### config.mk
export PLATFORM = sky130hd
export DESIGN_NAME = instruction_fetch
export DESIGN_NICKNAME = d
export VERILOG_FILES = /design/src/rtl/instruction_fetch.sv
export SDC_FILE = /design/constraint.sdc
export NUM_CORES = 1
export LEC_CHECK = 0
export BUFFER_PORTS_ARGS = -buffer_cell sky130_fd_sc_hd__buf_2
export CAP_MARGIN = 20
export CORE_MARGIN = 5
export CORE_UTILIZATION = 48
export DETAILED_ROUTE_END_ITERATION = 7
export PLACE_DENSITY = 0.76
export SYNTH_ARGS = -nofsm -noshare
export SYNTH_HDL_FRONTEND = slang
export SYNTH_SLANG_ARGS = --single-unit
### constraint.sdc
create_clock -name clk -period 5.5 [get_ports clk]
set_input_delay 1.1 -clock clk [delete_from_list [all_inputs] [get_ports clk]]
set_output_delay 1.1 -clock clk [all_outputs]
set_load 0.1 [all_outputs]
### src/rtl/instruction_fetch.sv
// -----------------------------------------------------------------------------
// instruction_fetch
//   Fetch stage of the 5-stage 32-bit RISC pipeline. It owns the program
//   counter, drives a synchronous instruction memory with a 1-cycle read
//   latency, and hands a registered instruction, its PC and a valid flag to
//   the decode stage.
//
//   Decode-side stalls are absorbed by a one-entry skid register. While
//   stalled, the memory keeps returning data for the held fetch address, not
//   for the in-flight one. The word that arrives on the first stall cycle is
//   therefore parked until the stall releases.
//
//   A redirect (taken branch/jump) flushes everything in flight and restarts
//   fetch at the word-aligned target. A redirect has priority over a stall.
//
// Ports
//   clk          : pipeline clock, rising edge
//   reset        : asynchronous, active-high reset
//   stall        : decode cannot accept; hold the fetch outputs
//   redirect     : taken branch/jump; flush and refetch
//   redirect_pc  : target PC, sampled when redirect = 1
//   imem_addr    : instruction memory address (the fetch_pc register)
//   imem_rdata   : memory data for the address presented last cycle
//   if_instr     : registered instruction word to the decoder
//   if_pc        : registered PC of if_instr
//   if_valid     : if_instr/if_pc carry a real instruction
//   misalign_err : sticky flag; some redirect target had bits [1:0] != 0
// -----------------------------------------------------------------------------
module instruction_fetch #(
  parameter logic [31:0] RESET_PC  = 32'h0000_0000,
  parameter logic [31:0] NOP_INSTR = 32'h0000_0013
) (
  input  logic        clk,
  input  logic        reset,
  input  logic        stall,
  input  logic        redirect,
  input  logic [31:0] redirect_pc,
  output logic [31:0] imem_addr,
  input  logic [31:0] imem_rdata,
  output logic [31:0] if_instr,
  output logic [31:0] if_pc,
  output logic        if_valid,
  output logic        misalign_err
);

  // Address being presented to memory this cycle.
  logic [31:0] fetch_pc;
  // Address presented last cycle. Its data is on imem_rdata now.
  logic [31:0] pend_pc;
  logic        pend_valid;
  // Skid entry that holds the pend_pc data captured on the first stall cycle.
  logic [31:0] hold_instr;
  logic        hold_valid;

  // The word that would move into the decode register on an advance.
  // The skid copy wins over the live memory data. When nothing is in
  // flight, a NOP is inserted instead.
  logic [31:0] advance_instr;

  assign imem_addr = fetch_pc;

  always_comb begin
    advance_instr = NOP_INSTR;
    if (pend_valid) begin
      advance_instr = hold_valid ? hold_instr : imem_rdata;
    end
  end

  // Single sequential process for the whole stage. The priority order is
  // reset, then redirect, then stall, then the normal advance. A redirect
  // raised together with a stall release must still discard the skid entry.
  always_ff @(posedge clk or posedge reset) begin
    if (reset) begin
      fetch_pc     <= RESET_PC;
      pend_pc      <= '0;
      pend_valid   <= 1'b0;
      hold_instr   <= '0;
      hold_valid   <= 1'b0;
      if_instr     <= NOP_INSTR;
      if_pc        <= '0;
      if_valid     <= 1'b0;
      misalign_err <= 1'b0;
    end else if (redirect) begin
      fetch_pc   <= {redirect_pc[31:2], 2'b00};
      pend_valid <= 1'b0;
      hold_valid <= 1'b0;
      if_valid   <= 1'b0;
      if_instr   <= NOP_INSTR;
      if_pc      <= '0;
      if (redirect_pc[1:0] != 2'b00) begin
        misalign_err <= 1'b1;
      end
    end else if (stall) begin
      // Capture only on the first stall cycle. Later cycles return data for
      // fetch_pc, which must not overwrite the parked word.
      if (!hold_valid && pend_valid) begin
        hold_instr <= imem_rdata;
        hold_valid <= 1'b1;
      end
    end else begin
      if_instr   <= advance_instr;
      if_pc      <= pend_pc;
      if_valid   <= pend_valid;
      pend_pc    <= fetch_pc;
      pend_valid <= 1'b1;
      fetch_pc   <= fetch_pc + 32'd4;
      hold_valid <= 1'b0;
    end
  end

endmodule
; Yosys cells after proc, flatten, opt, wreduce, memory -nomap -nowiden
; Cells that the tools add are included.
; W data, S select, Z words.
[word_totals]
inputBits = 68
out_inout_bits = 98
ramBits = 0
latch_bits = 0
mem_bits_ro = 0
ff_bits = 164
mem_count = 0
elab_cells = 35
[op_classes]
mux = 15
reduce_logical = 6
n_lt_le_gt_ge = 0
multipliers = 0
n_eq_ne = 2
n_bitwise = 2
div_mod_pow = 0
n_addsub = 1
shifts = 0
[op_table]
columns = op, n
row1 = $mux W32, 8
row2 = $add A32 B3 Y32 const B, 1
row3 = $mux W1, 7
row4 = $reduce_and A2 Y1, 2
row5 = $ne A3 B1 Y1 const B, 1
row6 = $reduce_and A3 Y1, 1
row7 = $ne A2 B1 Y1 const B, 1
row8 = $not A1 Y1, 2
row9 = $reduce_bool A2 Y1, 1
row10 = $logic_and A1 B1 Y1, 1
row11 = $logic_not A1 Y1, 1

; Depth between registers and ports, before layout
; Gate-level depths: netlist (run 1).
[depth]
depth_word = 5
mapped_depth = 6
ltp_nobuf = 5

; Worst setup path after synthesis (run 1)
; OpenSTA, ideal clock, no wires.
[synth_timing]
path_kind = input port to flip-flop
startpoint = input stall
endpoint = register fetch_pc[23] (netlist: imem_addr[23])
setup_time_ps = 82
arrival_ps = 2608
setup_slack_ps = 2810
stages = 6
t_required_ps = 5418
path_buffers = 2
path_cell_list = clkbuf_1 > nor2b_1 > or4b_1 > buf_2 > or4_1 > a31oi_1
[synth_between]
elab_chain_cells = 1
[synth_rtl]
columns = item, line_no
row1 = "start, declared", 35  ; input logic stall,
row2 = $ne A2 B1 Y1 (no line), -
row3 = "end signal, assigned", 84  ; fetch_pc <= {redirect_pc[31:2], 2'b00};
row4 = "end signal, assigned", 106  ; fetch_pc <= fetch_pc + 32'd4;
row5 = "end, declared", 47  ; logic [31:0] fetch_pc;
; No other way between the ends.
; A chain may end at the register's enable or synchronous reset.

; Worst setup path in the final report (run 1)
[layout_timing]
startpoint = input stall
endpoint = register if_instr[20]
[layout_between]
elab_chain_cells = 1
[layout_rtl]
columns = item, line_no
row1 = $ne A2 B1 Y1 (no line), -
row2 = "end signal, assigned", 101  ; if_instr <= advance_instr;
row3 = "end, declared", 40  ; output logic [31:0] if_instr,
; No other way between the ends.

==> results.md, run 1 <==
* Clk pin slew, worst setup/hold paths at 0.06 ns
* Max-Cap Viols at 0
* Max Clock Freq at 0.292 GHz
* Worst Setup Start Kind: input pin
* DR iter-0 viols at 298
* DR vias at 5,228
* Worst hold stages at 1
* Status: finished clean
* Compound-Gate Fraction of Synth Area at 0.0692
* Vias in the first global route at 5,339
* Vias per inst at 5.59
* Worst vdd ir at 0.224 mV
* Worst reg-to-reg path cell count at 5
* DR DRC count at 0
* Mapped Area at 0.00693 mm^2
* Pint at 2.25 mW
* Comb power frac at 0.221
* Power per cell area at 402 mW/mm^2
* Worst hold path startpoint: misalign_err
* H-tree depth at 4
* Final WL at 16,800 um
* Worst min path class: reg2reg
* GRT Residual Overflow at 0
* Proportion of layout cells with a drive suffix above 1 at 0.365
* Leakage at 3.98 nW
* HPWL after DPL at 11,600 um
* First-pass GRT wire length at 26,900 um
* Cts hold-fix bufs at 0
* Core area at 0.0140 mm^2
* Tcrit/Tclk final at 0.622
* Num CTS Buffers at 17
* CTS resizes at 0
* Number of synthesized flops with an enable pin at 0
* Reg-to-Reg End: imem_addr[22]
* Minimum clock period at 3.42 ns
* Dominant cell type by area after synthesis: dfrtp_1
* Clock latency on the worst-skew pair at 0.42 ns
* P&R area growth vs syn at 22.9%
* Tot GR Track Use at 0.203
* Net Sw Power at 1.16 mW
* Fill count at 1,125
* Measured slew at the worst slew-check pin at 1.00 ns
* Multiplexer area fraction after synthesis at 0.192
* Post-Synth Simple-Gate Area at 0.121
* Async SR Flop Fraction at 1.00
* Ys flop type: dfrtp_1
* Root buffer cell: clkbuf_16
* Die Area at 0.0169 mm^2
* Max Slew Vio Count at 0
* Clk pwr share at 0.359
* Setup_tns at 0 ns
* Detail Route Antenna Nets at 0
* Final #Nets at 812
* Buffer count from post-CTS setup fixing at 0
* Adder-Cell Fraction of Synth Area at 0.00181
* Sequential share of power at 0.419
* Port Buf Inserts at 163
* Worst slew margin at 0.333
* Hold WS at 0.468 ns
* Most frequent cell after synthesis: dfrtp_1
* Final GP Congestion at 0.831
* WP data arrival at 3.72 ns
* Synth cell count leaders: dfrtp_1 (156), mux2_2 (65), mux2i_1 (60), nand2_1 (55), nor2_1 (49)
* Yosys warns at 0
* Pin count of the biggest net entering global routing at 64
* Core Rows at 43
* IO Count at 166
* Top post-synthesis cells by area: dfrtp_1 (56%), mux2_2 (11%), mux2i_1 (8.7%), o21ai_0 (3.2%), nand2_1 (3.0%)
* CP Class: in2reg
* CP required at 5.79 ns
* Slowest cell on crit path: nor2_4
* Final hold vios at 0
* RSZ-0062 raised after global routing: no
* Drt wl/cell at 18.0 um
* CTS tree: yes
* Clk_skew at 0.00749 ns
* RR Startpoint: imem_addr[3]
* CP endpoint kind: register
* Critical Path Fanout Max at 33
* Flop2flop setup slack at 3.16 ns
* Post-Syn Instances at 592
* Seq/Total Area, Yosys at 0.575
* Sw Ratio at 0.341
* Clock sinks at 159
* First-pass DRT Iterations at 5
* Syn Area/Cell at 11.7 um^2
* Pwr Total at 3.42 mW
* Xor and xnor area share after synthesis at 0.0139
* Top-area cell type share of the netlist area at 0.564
* Largest stage delay, worst path at 0.87 ns
* Endpoints failing setup at 0
* Largest family of logic cells by synthesized area: multiplexers
* Antenna violations before repair at 0
* # diodes at 0
* Worst-case clock buffer depth at 2
* Synth Register Bits at 159
* Worst Hold End: misalign_err
* Worst path cell trace: buf_2, nor2_4, nand2_1, o21ai_0
* Yosys cell types at 40
* Chip Width at 130 um
* Initial core utilization at 0.495
* Height of the die at 130 um
[layout make-up]
type                    instances  area [um^2]  share of cell area
multi-input cells             389         2780               0.326
clock inverters                14          183              0.0215
repair buffers                169          868               0.102
inverters                       7         31.3             0.00368
well taps                     180          225              0.0265
clock buffers                  18          439              0.0516
flip-flops and latches        159         3980               0.468
[worst max path at each step]
stage	to	from	slack [ns]
floorplan	hold_instr[0]	reset	0.11
global placement	if_instr[0]	stall	1.87
detailed placement	if_instr[20]	stall	1.69
CTS	if_instr[20]	stall	2.15
global route	if_instr[20]	stall	1.85
finish	if_instr[20]	stall	2.08
[cells by family after synthesis]
logic type               Yosys count
AO/OA/AOI/OAI                     80
buffers and inverters             45
AND/OR/NAND/NOR                  170
other                              1
XOR/XNOR                          11
adder cells (fa/ha/maj)            1
multiplexers                     125
flip-flops                       159
[per-stage QoR]
step	instance area [um^2]	std cells	util	worst slack (ns)
global placement	7870	903	0.563	1.87
floorplan	6930	593	-	0.113
global route	8510	936	0.608	1.85
detailed placement	7890	904	0.564	1.69
finish	8510	936	0.608	2.08
CTS	8510	936	0.608	2.15
[layout by cell type (no fill, tap or decap), types with 3 or more instances in the layout]
cell type / synthesis / routed
buf_2: 3 / 163
dfrtp_1: 156 / 155
mux2_2: 65 / 65
mux2i_1: 60 / 60
nand2_1: 55 / 55
nor2_1: 49 / 48
o21ai_0: 44 / 44
clkbuf_16: 0 / 17
or4_1: 15 / 15
a31oi_1: 14 / 14
nand3_1: 12 / 12
o31ai_1: 12 / 12
nand4_1: 9 / 9
inv_1: 7 / 6
xor2_1: 6 / 6
xnor2_1: 5 / 5
buf_4: 3 / 5
and2_1: 4 / 4
and3_1: 4 / 4
clkinv_4: 0 / 4
inv_6: 0 / 3
o22a_1: 3 / 3
or3_1: 3 / 3
and4_1: 3 / 3
nor2b_1: 4 / 3
o211ai_1: 3 / 3
bufinv_16: 0 / 3
dfstp_2: 3 / 3
[power groups by stage]
stage | clock network, mW | registers, mW | logic [mW]
after floorplan | 0 | 1.80 | 0.246
after global placement | 0 | 1.44 | 0.744
after detailed placement | 0 | 1.45 | 0.760
after CTS | 1.25 | 1.43 | 0.762
after global routing | 1.29 | 1.46 | 0.799
final | 1.23 | 1.43 | 0.757
[critical path, delay by kind of cell]
family | cells | cell delay, ns
AOI/OAI and AO/OA | 1 | 0.49
buffers and inverters | 1 | 0.40
and+or+nand+nor | 2 | 1.71
[state kept, by name (all words and copies together), names as in the netlist]
| name | cells |
|---|---|
| hold_instr | 32 |
| if_instr | 32 |
| if_pc | 31 |
| imem_addr | 30 |
| pend_pc | 30 |
| hold_valid | 1 |
| if_valid | 1 |
| misalign_err | 1 |
| pend_valid | 1 |
[routing by layer]
metal,track usage,vias up,wire (um)
li1,-,2402,-
met1,0.270,2596,7330
met2,0.319,202,7890
met3,0.0614,28,1250
met4,0.0703,0,354
met5,0,-,0
(Power assumes the default switching activity.)
==> run 2, diff against run 1 <==
==> constraint.sdc (replaced) <==
create_clock -name clk -period 3.1 [get_ports clk]
set_input_delay 0.62 -clock clk [delete_from_list [all_inputs] [get_ports clk]]
set_output_delay 0.62 -clock clk [all_outputs]
set_load 0.1 [all_outputs]
==> run 2 against run 1 <==
Clock skew barely moved. Clock-buffer cell count rose by 3. Critical path depth did not move. Highest routed layer unchanged. Utilization rose by 0.81 points. Largest power group unchanged. Sequential share of layout area fell by 0.62 points. Worst setup slack got worse by 1.3 ns. Via count fell by 0.19%. Final area rose by 1.3%. Flip-flop and latch count did not move. First-iteration DRC count rose by 10%. Non-clock buffer count rose by 6. Global-route usage barely moved.
==> results.md, run 2 (synthesized netlist as in run 1, its figures left out) <==
* Vias per inst at 5.55
* Detail Route Antenna Nets at 0
* WP data arrival at 2.62 ns
* Status: finished clean
* Proportion of layout cells with a drive suffix above 1 at 0.369
* Core Rows at 43
* DR vias at 5,218
* Root buffer cell: clkbuf_16
* # diodes at 0
* CP Launch Point: imem_addr[4]
* Vias in the first global route at 5,475
* P&R area growth vs syn at 24.5%
* Worst vdd ir at 0.359 mV
* Chip Width at 130 um
* Minimum clock period at 2.29 ns
* Reg area at 0.00398 mm^2
* Fill count at 1,122
* Max-Cap Viols at 0
* RR Startpoint: imem_addr[4]
* Worst min path class: in2async
* Worst Setup Start Kind: register
* Clk pin slew, worst setup/hold paths at 0.06 ns
* Max Clock Freq at 0.437 GHz
* Leakage at 4.04 nW
* Final #Nets at 818
* Measured slew at the worst slew-check pin at 0.979 ns
* CTS tree: yes
* Setup_tns at 0 ns
* Pint at 4.21 mW
* DR iter-0 viols at 328
* Endpoints failing setup at 0
* Critical Path Fanout Max at 8
* Tcrit/Tclk final at 0.739
* Sw Ratio at 0.323
* Initial core utilization at 0.495
* CTS resizes at 0
* Port Buf Inserts at 163
* First-pass GRT wire length at 27,100 um
* Core area at 0.0140 mm^2
* DR DRC count at 0
* Comb power frac at 0.217
* Buffer count from post-CTS setup fixing at 0
* Area of the multi-input gates at 0.00278 mm^2
* H-tree depth at 4
* First-pass DRT Iterations at 7
* Num CTS Buffers at 17
* CP Class: reg2reg
* Worst slew margin at 0.347
* Top flop regs: hold_instr (32), if_instr (32), if_pc (31)
* Final WL at 16,800 um
* GRT Residual Overflow at 0
* Height of the die at 130 um
* CP required at 3.43 ns
* Net Sw Power at 2.01 mW
* HPWL after DPL at 11,800 um
* Most common library cell in the layout ignoring fill and taps: buf_2
* Clock latency on the worst-skew pair at 0.42 ns
* RSZ-0062 raised after global routing: no
* Pin count of the biggest net entering global routing at 48
* Area post-placement at 0.00796 mm^2
* Final hold vios at 0
* Final Cell Area at 0.00862 mm^2
* Clk pwr share at 0.374
* Clk_skew at 0.00737 ns
* Die Area at 0.0169 mm^2
* Power per cell area at 722 mW/mm^2
* Clock sinks at 159
* Antenna violations before repair at 0
* Cts hold-fix bufs at 0
* Tot GR Track Use at 0.203
* IO Count at 166
* Max Slew Vio Count at 0
* Sequential share of power at 0.409
* CP endpoint kind: register
* Worst-case clock buffer depth at 2
* Most frequent cells in the layout: buf_2 (163), dfrtp_1 (155), mux2_2 (65)
* Drt wl/cell at 17.8 um
* Final GP Congestion at 0.859
[run 2: cell count changes in the layout (fill, tap and decap cells not counted), sizes merged]
| cell | before | now |
|---|---|---|
| inv | 11 | 7 |
| clkinvlp | 1 | 2 |
| bufinv | 3 | 5 |
| buf | 169 | 175 |
| clkbuf | 18 | 21 |
| clkinv | 6 | 3 |
[run 2: worst paths after layout]
path                                 end  slack, ns  cells after the start
max                        imem_addr[29]       0.81                      4
min                            if_pc[20]       0.37                      2
max reg2reg                imem_addr[29]       0.81                      4
min reg2reg                 if_instr[14]       0.47                      2
max in group asynchronous    if_instr[0]       1.96                      3
min in group clk            imem_addr[9]       0.41                      3
[run 2: power by group through the flow]
stage                     Clock (mW)  Combinational, mW  Sequential, mW
after global routing            2.45               1.43            2.58
after CTS                       2.36               1.36            2.54
after global placement             0               1.33            2.56
after floorplan                    0              0.438            3.19
final                           2.33               1.35            2.54
after detailed placement           0               1.36            2.58
[run 2: final cells by class]
class,instances,area share
inverters,7,0.00348
clock inverters,10,0.0210
multi-input cells,389,0.322
clock buffers,21,0.0557
well taps,180,0.0261
flip-flops and latches,159,0.462
repair buffers,175,0.109
[run 2: critical path: stages, from the launching register on]
cell,delay (ns)
dfrtp_1,0.50
nand4_2,0.26
or4b_1,0.71
or4_1,0.51
a31oi_1,0.22
[run 2: layer usage]
| metal | share of wire | routed length, um | GRT usage | vias to the layer above |
|---|---|---|---|---|
| met5 | 0 | 0 | 0 | - |
| li1 | - | - | - | 2408 |
| met1 | 0.42 | 7020 | 0.264 | 2598 |
| met2 | 0.49 | 8190 | 0.333 | 185 |
| met3 | 0.077 | 1290 | 0.0544 | 27 |
| met4 | 0.018 | 295 | 0.0691 | 0 |
[run 2: per-stage QoR]
step	total power [mW]	setup slack (ns)	hold slack, ns	util	cells
after floorplan	3.62	0.450	0.475	-	593
after global placement	3.89	0.639	0.450	0.569	910
after detailed placement	3.94	0.549	0.465	0.569	910
after CTS	6.26	0.810	0.388	0.616	941
after global routing	6.46	0.636	0.417	0.616	941
final	6.22	0.810	0.371	0.616	941
==> run 3, diff against run 2 <==
==> constraint.sdc (replaced) <==
create_clock -name clk -period 1.8 [get_ports clk]
set_input_delay 0.36 -clock clk [delete_from_list [all_inputs] [get_ports clk]]
set_output_delay 0.36 -clock clk [all_outputs]
set_load 0.1 [all_outputs]
==> run 3 against run 2 <==
The run now ends with negative setup slack left. Clock power rose by 45%. Die area did not move. Worst hold slack got worse by 0.22 ns. Critical path type unchanged. Critical endpoint is now imem_addr[23].
==> results.md, run 3 (synthesized netlist as in run 1, its figures left out) <==
* Chip Width at 130 um
* DR iter-0 viols at 447
* Largest stage delay, worst path at 0.59 ns
* Tot GR Track Use at 0.216
* RR Startpoint: imem_addr[5]
* RSZ-0062 raised after global routing: yes
* GRT Residual Overflow at 0
* CTS tree: yes
* Max Slew Vio Count at 0
* Status: finished, violations left
* Worst slew margin at 0.644
* # diodes at 0
* Max-Cap Viols at 0
* Endpoints failing setup at 6
* Max Clock Freq at 0.519 GHz
* Setup_tns at -0.427 ns
* H-tree depth at 4
* Most common library cell in the layout ignoring fill and taps: buf_2
* Placed insts at 946
* Fin util at 0.653
* Failing checks: negative setup slack
* CP Class: reg2reg
* Final GP Congestion at 0.816
* Measured slew at the worst slew-check pin at 0.538 ns
* Final #Nets at 867
* Tcrit/Tclk final at 1.07
* Clk pin slew, worst setup/hold paths at 0.07 ns
* Most frequent cells in the layout: buf_2 (162), dfrtp_1 (127), mux2_2 (65)
* Drt wl/cell at 18.2 um
* First-pass GRT wire length at 28,800 um
* Top flop regs: hold_instr (32), if_instr (32), if_pc (31)
* WP depth at 4
* Num CTS Buffers at 17
* IO Count at 166
* Worst reg-to-reg path cell count at 4
* Fin cells at 991
* CP endpoint kind: register
* Clk_skew at 0.00706 ns
* HPWL after DPL at 12,500 um
* Worst path cell trace: nand4_4, or4b_4, or4_4, a31oi_1
* Antenna violations before repair at 0
* Worst Setup Start Kind: register
* Port Buf Inserts at 163
* Pin count of the biggest net entering global routing at 62
* CP required at 2.14 ns
* First-pass DRT Iterations at 5
* Pwr Total at 10.3 mW
* Root buffer cell: clkbuf_16
* Power per cell area at 1130 mW/mm^2
* Core Rows at 43
* Worst-case clock buffer depth at 2
* Clock latency on the worst-skew pair at 0.42 ns
* Worst hold path startpoint: redirect_pc[5]
* DR vias at 5,516
* CP Capture Point: imem_addr[23]
* CP Launch Point: imem_addr[5]
* Final WL at 18,000 um
* Worst vdd ir at 0.636 mV
* Critical Path Fanout Max at 7
* WP data arrival at 2.27 ns
* Core area at 0.0140 mm^2
* Reg-to-Reg End: imem_addr[23]
* Die Area at 0.0169 mm^2
* Crit path max-delay family: simple AND/OR/NAND/NOR gates
* PnR worst setup slack at -0.129 ns
* Clock sinks at 159
* Detail Route Antenna Nets at 0
* Initial core utilization at 0.495
* Minimum clock period at 1.93 ns
* Worst min path class: in2reg
* Leakage at 4.22 nW
* DR DRC count at 0
* Vias in the first global route at 5,831
* Slowest cell on crit path: or4b_4
* Final hold vios at 0
* P&R area growth vs syn at 31.9%
* Height of the die at 130 um
* Proportion of layout cells with a drive suffix above 1 at 0.472
* Vias per inst at 5.57
* Flop2flop setup slack at -0.13 ns
* Buf/Inv on CP at 0
-- run 3: cell types whose count changed in the layout (fill, tap and decap cells not counted), moves of 5 or more --
cell       delta
buf_4        +40
bufinv_16     -5
dfrtp_1      -28
dfrtp_2      +28
inv_6         +5
nand3_1       -5
or4_1         -5
or4_4         +5
-- run 3: per-stage QoR --
stage	cell area, um^2	setup slack (ns)	hold slack [ns]
floorplan	7070	-0.743	0.475
global placement	8380	-0.220	0.298
detailed placement	8380	-0.282	0.302
CTS	8980	-0.0913	0.134
global route	9130	-0.188	0.164
finish	9130	-0.129	0.155
-- run 3: worst min-delay path by stage --
stage                    end  slack (ns)  cells past startpoint
6_report        imem_addr[5]        0.15                      3
2_1_floorplan  hold_instr[0]        0.47                      1
3_3_place_gp       if_pc[20]        0.30                      2
5_1_grt        imem_addr[14]        0.16                      3
4_1_cts         imem_addr[5]        0.13                      3
3_5_place_dp       if_pc[20]        0.30                      2
-- run 3: repair_timing --
action                                 4_1_cts  5_1_grt
pin swaps                                    9       14
resized for setup                            6       18
setup buffers                                2        9
hold buffers                                 1        0
endpoints found under the hold margin        4        0
setup endpoints to repair                    9       16
gates cloned                                 0        1
-- run 3: area by class of cell --
type,count,area (um^2)
clock inverter,14,124
fill,1057,4860
tap,180,225
timing repair buffer,223,1360
sequential,159,4020
inverter,7,30.0
clock buffer,18,429
multi-input combinational,390,2940
-- run 3: per-layer routing --
| layer | vias up | GRT usage | wire, um |
|---|---|---|---|
| met5 | - | 0 | 0 |
| met4 | 0 | 0.0819 | 465 |
| met3 | 42 | 0.0491 | 1180 |
| met2 | 221 | 0.351 | 8990 |
| met1 | 2727 | 0.285 | 7410 |
| li1 | 2526 | - | - |
-- run 3: worst min-delay path, cell delays in order --
cell and delay, ns:
buf_2 0.07, nand2_1 0.05, o21ai_0 0.06
-- run 3: where the power goes --
group          total [mW]  internal [mW]  switching [mW]
clock network        3.38           1.82            1.56
registers            4.33           4.05           0.277
logic                2.58          0.732            1.85
